## src/rtl/io_cond_pkg.sv

```systemverilog
// Shared constants and sizing helper for the DE-board switch/button conditioning stage.
package io_cond_pkg;

    localparam int TICK_DIV_DEF    = 50000;
    localparam int DEB_TICKS_DEF   = 5;
    localparam int SYNC_STAGES_DEF = 2;
    localparam logic [3:0] BTN_IDLE_DEF = 4'hF;

    // Bits needed to hold 0..max_val; never narrower than one bit so a
    // degenerate divider still gets a real register.
    function automatic int cnt_width(input int max_val);
        return (max_val < 1) ? 1 : $clog2(max_val + 1);
    endfunction

endpackage

```

## src/rtl/debounce_bit.sv

```systemverilog
// One raw input bit: synchroniser chain, tick-driven debounce counter and clean output flop.
module debounce_bit
    import io_cond_pkg::*;
#(
    parameter int   SYNC_STAGES = SYNC_STAGES_DEF,
    parameter int   DEB_TICKS   = DEB_TICKS_DEF,
    parameter logic RST_VAL     = 1'b0
) (
    input  logic clk_i,
    input  logic rst_i,
    input  logic tick_i,
    input  logic raw_i,
    output logic out_o,
    output logic flip_o
);

    localparam int CNT_W = cnt_width(DEB_TICKS);
    localparam logic [CNT_W-1:0] CNT_LAST = CNT_W'(DEB_TICKS - 1);

    logic [SYNC_STAGES-1:0] sync_r;
    logic [CNT_W-1:0]       cnt_r;
    logic                   out_r;
    logic                   sync_s;

    assign sync_s = sync_r[SYNC_STAGES-1];
    // flip_o is high on exactly the edge that will load the new level into out_r
    assign flip_o = (sync_s != out_r) & tick_i & (cnt_r == CNT_LAST);
    assign out_o  = out_r;

    // Synchroniser shift, debounce counter and clean output register
    always_ff @(posedge clk_i) begin
        if (rst_i) begin
            sync_r <= {SYNC_STAGES{RST_VAL}};
            cnt_r  <= {CNT_W{1'b0}};
            out_r  <= RST_VAL;
        end else begin
            sync_r <= {sync_r[SYNC_STAGES-2:0], raw_i};
            if (sync_s == out_r) begin
                cnt_r <= {CNT_W{1'b0}};
            end else if (tick_i) begin
                if (cnt_r == CNT_LAST) begin
                    out_r <= sync_s;
                    cnt_r <= {CNT_W{1'b0}};
                end else begin
                    cnt_r <= cnt_r + CNT_W'(1);
                end
            end else begin
                cnt_r <= cnt_r;
            end
        end
    end

endmodule

```

## src/rtl/io_input_cond.sv

```systemverilog
// Synchronises and debounces raw DE-board switches/keys for the LSU and emits
// one-cycle press/release pulses for the buttons.
module io_input_cond
    import io_cond_pkg::*;
#(
    parameter int SW_W        = 32,
    parameter int BTN_W       = 4,
    parameter int SYNC_STAGES = SYNC_STAGES_DEF,
    parameter int TICK_DIV    = TICK_DIV_DEF,
    parameter int DEB_TICKS   = DEB_TICKS_DEF,
    parameter logic [BTN_W-1:0] BTN_IDLE = BTN_IDLE_DEF
) (
    input  logic             clk_i,
    input  logic             rst_i,
    input  logic [SW_W-1:0]  sw_raw_i,
    input  logic [BTN_W-1:0] btn_raw_i,
    output logic [SW_W-1:0]  io_sw_o,
    output logic [BTN_W-1:0] io_btn_o,
    output logic [BTN_W-1:0] btn_press_o,
    output logic [BTN_W-1:0] btn_release_o
);

    localparam int PRE_W = cnt_width(TICK_DIV - 1);

    logic [PRE_W-1:0] pre_r;
    logic             tick_s;
    logic [SW_W-1:0]  sw_deb_s;
    logic [SW_W-1:0]  sw_flip_unused_s;
    logic [BTN_W-1:0] btn_deb_s;
    logic [BTN_W-1:0] btn_flip_s;
    logic [BTN_W-1:0] press_r;
    logic [BTN_W-1:0] release_r;

    assign tick_s = (pre_r == PRE_W'(TICK_DIV - 1));

    // Shared sample-tick prescaler
    always_ff @(posedge clk_i) begin
        if (rst_i) begin
            pre_r <= {PRE_W{1'b0}};
        end else if (tick_s) begin
            pre_r <= {PRE_W{1'b0}};
        end else begin
            pre_r <= pre_r + PRE_W'(1);
        end
    end

    for (genvar i = 0; i < SW_W; i++) begin : g_sw
        debounce_bit #(
            .SYNC_STAGES (SYNC_STAGES),
            .DEB_TICKS   (DEB_TICKS),
            .RST_VAL     (1'b0)
        ) u_deb (
            .clk_i  (clk_i),
            .rst_i  (rst_i),
            .tick_i (tick_s),
            .raw_i  (sw_raw_i[i]),
            .out_o  (sw_deb_s[i]),
            .flip_o (sw_flip_unused_s[i])
        );
    end

    for (genvar i = 0; i < BTN_W; i++) begin : g_btn
        debounce_bit #(
            .SYNC_STAGES (SYNC_STAGES),
            .DEB_TICKS   (DEB_TICKS),
            .RST_VAL     (BTN_IDLE[i])
        ) u_deb (
            .clk_i  (clk_i),
            .rst_i  (rst_i),
            .tick_i (tick_s),
            .raw_i  (btn_raw_i[i]),
            .out_o  (btn_deb_s[i]),
            .flip_o (btn_flip_s[i])
        );
    end

    // Pulses land on the same edge as the flip: currently idle means a press
    always_ff @(posedge clk_i) begin
        if (rst_i) begin
            press_r   <= {BTN_W{1'b0}};
            release_r <= {BTN_W{1'b0}};
        end else begin
            press_r   <= btn_flip_s & ~(btn_deb_s ^ BTN_IDLE);
            release_r <= btn_flip_s & (btn_deb_s ^ BTN_IDLE);
        end
    end

    assign io_sw_o       = sw_deb_s;
    assign io_btn_o      = btn_deb_s;
    assign btn_press_o   = press_r;
    assign btn_release_o = release_r;

endmodule
```

## config.mk

```make
export PLATFORM = sky130hd
export DESIGN_NAME = io_input_cond
export DESIGN_NICKNAME = d
export VERILOG_FILES = /design/src/rtl/io_cond_pkg.sv /design/src/rtl/debounce_bit.sv /design/src/rtl/io_input_cond.sv
export SDC_FILE = /design/constraint.sdc
export NUM_CORES = 1
export LEC_CHECK = 0
export BUFFER_PORTS_ARGS = -buffer_cell sky130_fd_sc_hd__buf_2
export CORE_ASPECT_RATIO = 0.8
export CORE_UTILIZATION = 45
export DETAILED_ROUTE_END_ITERATION = 12
export GPL_ROUTABILITY_DRIVEN = 0
export PLACE_DENSITY = 0.7
export SKIP_CTS_REPAIR_TIMING = 1
export SLEW_MARGIN = 10
export SYNTH_ARGS = -nofsm -noshare
export SYNTH_HDL_FRONTEND = slang
export SYNTH_SLANG_ARGS = --single-unit
```

## constraint.sdc

```tcl
create_clock -name clk_i -period 1.9 [get_ports clk_i]
set_input_delay 0.095 -clock clk_i [delete_from_list [all_inputs] [get_ports clk_i]]
set_output_delay 0.095 -clock clk_i [all_outputs]
set_load 0.005 [all_outputs]
```

; Yosys cells after proc, flatten, opt, wreduce, memory -nomap -nowiden
; Cells that the tools add are included.
[totals]
wordCells = 382
inputBits = 38
out_inout_bits = 44
regBits = 240
[op_classes]
n_reduce_logical = 73
addsub = 37
n_mux = 36
n_eq_ne = 77
bitwise = 48
[ops]
columns = operator, n
row1 = $add A3 B1 Y3 const B, 36
row2 = $eq A3 B3 Y1 const B, 36
row3 = $mux W3, 36
row4 = $reduce_and A3 Y1, 36
row5 = $reduce_or A2 Y1, 37
row6 = $eq A1 B1 Y1, 36
row7 = $not A1 Y1, 36
row8 = $add A16 B1 Y16 const B, 1
row9 = $eq A16 B16 Y1 const B, 1
row10 = $and A1 B1 Y1, 8
row11 = $and A4 B4 Y4, 2
row12 = $not A4 Y4, 2
row13 = $ne A1 B1 Y1, 4

; Depth between registers and ports, before layout
[logic_depth]
depth_word = 4
depth_mapped = 8

; Cells and area by module
; Synthesis repeated with hierarchy kept, for this count alone.
[unflattened]
hier_cells = 1108
area_unflattened_um2 = 10247.3
[by_module_without_submodules]
columns = module, n_inst, area_each_um2, seq_area_each_um2, cells_each
row1 = debounce_bit at g_sw[0].u_deb ..., 31, 257.7, 120.1, 28
row2 = debounce_bit at g_btn[0].u_deb ..., 4, 260.2, 120.1, 28
row3 = io_input_cond, 1, 955.9, 480.5, 99
row4 = debounce_bit at g_sw[5].u_deb, 1, 260.2, 120.1, 29

; Worst setup path after synthesis
; OpenSTA, ideal clock, no wires.
[synth_path]
kind = reg2reg
startpoint = register pre_r[0]
endpoint = register g_sw[15].u_deb.cnt_r[2]
arrival_time_ns = 1.579
required_ns = 1.783
path_stages_with_launch = 9
n_path_buf = 3
period_less_slack_ns = 1.696
setup_slack_ns = 0.204
cell_sequence = dfxtp_1 -> ha_1 -> and3_1 -> clkbuf_1 -> nand4_2 -> clkbuf_1 -> buf_2 -> nor2_1 -> nor3_1
[synth_via]
elab_chain_len = 1
[synth_rtl]
columns = element, line
row1 = from (decl), io_input_cond.sv:25  ; logic [PRE_W-1:0] pre_r;
row2 = from (signal assigned), io_input_cond.sv:39  ; pre_r <= {PRE_W{1'b0}};
row3 = from (signal assigned), io_input_cond.sv:41  ; pre_r <= {PRE_W{1'b0}};
row4 = from (signal assigned), io_input_cond.sv:43  ; pre_r <= pre_r + PRE_W'(1);
row5 = $eq A16 B16 Y1, io_input_cond.sv:34  ; assign tick_s = (pre_r == PRE_W'(TICK_DIV - 1));
row6 = to (signal assigned), debounce_bit.sv:43  ; cnt_r <= {CNT_W{1'b0}};
row7 = to (signal assigned), debounce_bit.sv:45  ; cnt_r <= cnt_r + CNT_W'(1);
row8 = to (signal assigned), debounce_bit.sv:48  ; cnt_r <= cnt_r;
row9 = to (decl), debounce_bit.sv:21  ; logic [CNT_W-1:0] cnt_r;
; Every way passes these cells.
; A chain may end at the register's enable or synchronous reset.

; Final worst setup path
[layout_path]
startpoint = register pre_r[0]
endpoint = register g_sw[16].u_deb.cnt_r[2]
[layout_via]
elab_chain_len = 1
[layout_rtl]
columns = element, line
row1 = $eq A16 B16 Y1, io_input_cond.sv:34
row2 = to (signal assigned), debounce_bit.sv:43
row3 = to (signal assigned), debounce_bit.sv:45
row4 = to (signal assigned), debounce_bit.sv:48
row5 = to (decl), debounce_bit.sv:21
; Every way passes these cells.

==> flow_summary.ini <==
[outcome]
status = completed

[clock_tree]
clock_path_buffers = 3
clk_latency_ns = 0.53
root_buffer = clkbuf_16
cts_tree = yes
htree_num_levels = 1
clock-sinks = 240
cts_buffers = 26
clkTransAtPathRegs_ns = 0.06

[placed_design]
io_buffers = 81
hpwlAfterDp_um = 12500

[timing]
worst_slew_pin_slew_ns = 0.468
skew_ns = 0.0147
hold_viol = 0
post-route-period-util_pct = 91.3
fmax_mhz = 577
drv_slew = 0
rsz0062_at_grt = no
tns_ns = 0
finalCriticalPeriod_ns = 1.73
setup_viol = 0
max_slew_margin_pct = 68.8

[route]
antenna_left = 0
vias_per_cell = 4.95
routedWlPerCell_um = 12.1
post-route-drc-count = 0
drt_iter0_drc = 376
dr.pass1.iters = 4
vias = 7923
finalWirelength_um = 19300

[yosys]
synth_seq_cells = 240
synthCells = 1199
syn_area_per_cell_um2 = 8.66
syn_nets = 1310
yosys.area.top_type_share_pct = 46.3
yosys-top-cells-area = dfxtp_1, ha_1, a21oi_1
synth_top_area_cell = dfxtp_1
synth_ff_type = dfxtp_1
ys_types = 29
synth_edf_count = 0
syn_area_mm2 = 0.0104
ys.warnings.count = 0
async_flop_share_pct = 0
yosysSeqAreaShare_pct = 46.3

[critical_path]
crit_type = reg2reg
reg2reg_depth = 6
crit_path_end_kind = flip-flop
critPathArrivalTime_ns = 2.18
cp-start-kind = flip-flop
cp-endpoint = g_sw[16].u_deb.cnt_r[2]$_SDFFE_PP0P_
cp_max_fo = 57
r2r_end = g_sw[16].u_deb.cnt_r[2]$_SDFFE_PP0P_
r2r-start = pre_r[0]$_SDFF_PP0_
ff2ff_setup_slack_ns = 0.17
worstPathRequired_ns = 2.35
cp-startpoint = pre_r[0]$_SDFF_PP0_

[hold_path]
hp-class = in2reg

[finish]
nNetsFinal = 1389
layout_common_cells = dfxtp_1, a21oi_1, nand2_1, buf_2, inv_1
final_util_pct = 53.7
drive_gt1_share_pct = 11.9
n_antenna_cell = 0
area_delta_synth_final_pct = 16.7
layout_commonest_cell = dfxtp_1

[floorplanning]
die_area_mm2 = 0.0237
ios = 82
start_util_pct = 46.0
die_h_um = 138
rows = 49
die_w_um = 172
core_mm2 = 0.0226

[grt]
grt_usage_pct = 16.2
grt_max_degree = 58
grt_pass1_vias = 7086
grt_pass1_wl_um = 32100
gr-total-overflow = 0
antenna_found_initial = 0

[pwr]
ir_worst_vdd_mv = 0.723
p_leak_nw = 4.51
power_density_mw_per_mm2 = 853

[job]
max_cap_viol_count = 0
critical path: stages, from the launching register on:
cell,delay [ns]
dfxtp_1,0.38
ha_1,0.17
and3_2,0.23
and4_4,0.30
buf_12,0.25
a21oi_1,0.13
nor3_1,0.18
flip-flops by register name, summed over array words and instances, names as in the netlist:
name	cells
g_sw.u_deb.cnt_r	96
g_btn.u_deb.cnt_r	12
g_sw.u_deb.sync_r	64
btn_release_o	4
g_btn.u_deb.sync_r	8
btn_press_o	4
g_sw.u_deb.out_o	32
pre_r	16
g_btn.u_deb.out_o	4
Yosys cell counts (8+ instances only):
cell and instances:
nand3_1 52, ha_1 73, nor4_1 16, buf_4 43, or2_2 8, nor2_1 58
xnor2_1 11, clkbuf_1 26, a21oi_1 140, xor2_1 35, nor2b_1 64, nand4_1 36
nand2_1 136, dfxtp_1 240, buf_2 11, nor3_1 40, o21ai_0 68, inv_1 75
nand2b_1 41
routing by layer:
metal,global-route usage (%),vias up,part of all wire [%]
li1,-,4138,-
met1,21.6,3646,49
met2,26.9,110,45
met3,2.97,29,3.6
met4,4.62,0,2.2
met5,0,-,0
final cells by class:
class	instances	area [um2]
Clock buffer	41	747
Clock inverter	5	90.1
Fill cell	2120	10400
Inverter	75	282
Multi-Input combinational cell	794	4750
Sequential cell	240	4800
Tap cell	306	383
Timing Repair Buffer	141	1060
cells by family (layout without fill, tap and decap cells):
family	Yosys count	count (layout)	synth area share, %
AND/OR/NAND/NOR	459	459	22.2
buffers and inverters	165	262	8.17
adder cells (fa/ha/maj)	73	73	8.80
flip-flops	240	240	46.3
AO/OA/AOI/OAI	216	216	10.7
XOR/XNOR	46	46	3.88
stage by stage:
stage	area (um2)	std cells	power, mW	hold slack, ns	setup slack [ns]
floorplan	10400	1199	5.39	0.199	0.204
global placement	10900	1520	5.48	0.279	0.131
detailed placement	10900	1520	5.48	0.283	0.0702
CTS	11700	1566	10.4	-0.272	0.0356
global route	12100	1602	10.8	0.0270	0.0228
finish	12100	1602	10.3	0.0210	0.166
worst min-delay path by stage:
stage,end,startpoint,cells after the start,slack (ns)
after global routing,g_sw[17].u_deb.sync_r[1]$_SDFF_PP0_,rst_i,2,0.03
after detailed placement,g_btn[3].u_deb.sync_r[0]$_SDFF_PP1_,btn_raw_i[3],2,0.28
after CTS,g_btn[3].u_deb.sync_r[0]$_SDFF_PP1_,btn_raw_i[3],2,-0.27
after floorplan,g_btn[0].u_deb.sync_r[0]$_SDFF_PP1_,btn_raw_i[0],1,0.20
after global placement,g_btn[3].u_deb.sync_r[0]$_SDFF_PP1_,btn_raw_i[3],2,0.28
final,g_sw[31].u_deb.sync_r[1]$_SDFF_PP0_,rst_i,2,0.02
where the power goes:
part	total [mW]	internal [mW]	switching (mW)	leakage, nW
Combinational	0.284	0.161	0.123	2.16
Clock	4.91	2.96	1.95	0.405
Sequential	5.14	5.11	0.0333	1.95
Total	10.3	8.23	2.10	4.51
Note: power is estimated with default switching activity, not from simulation.
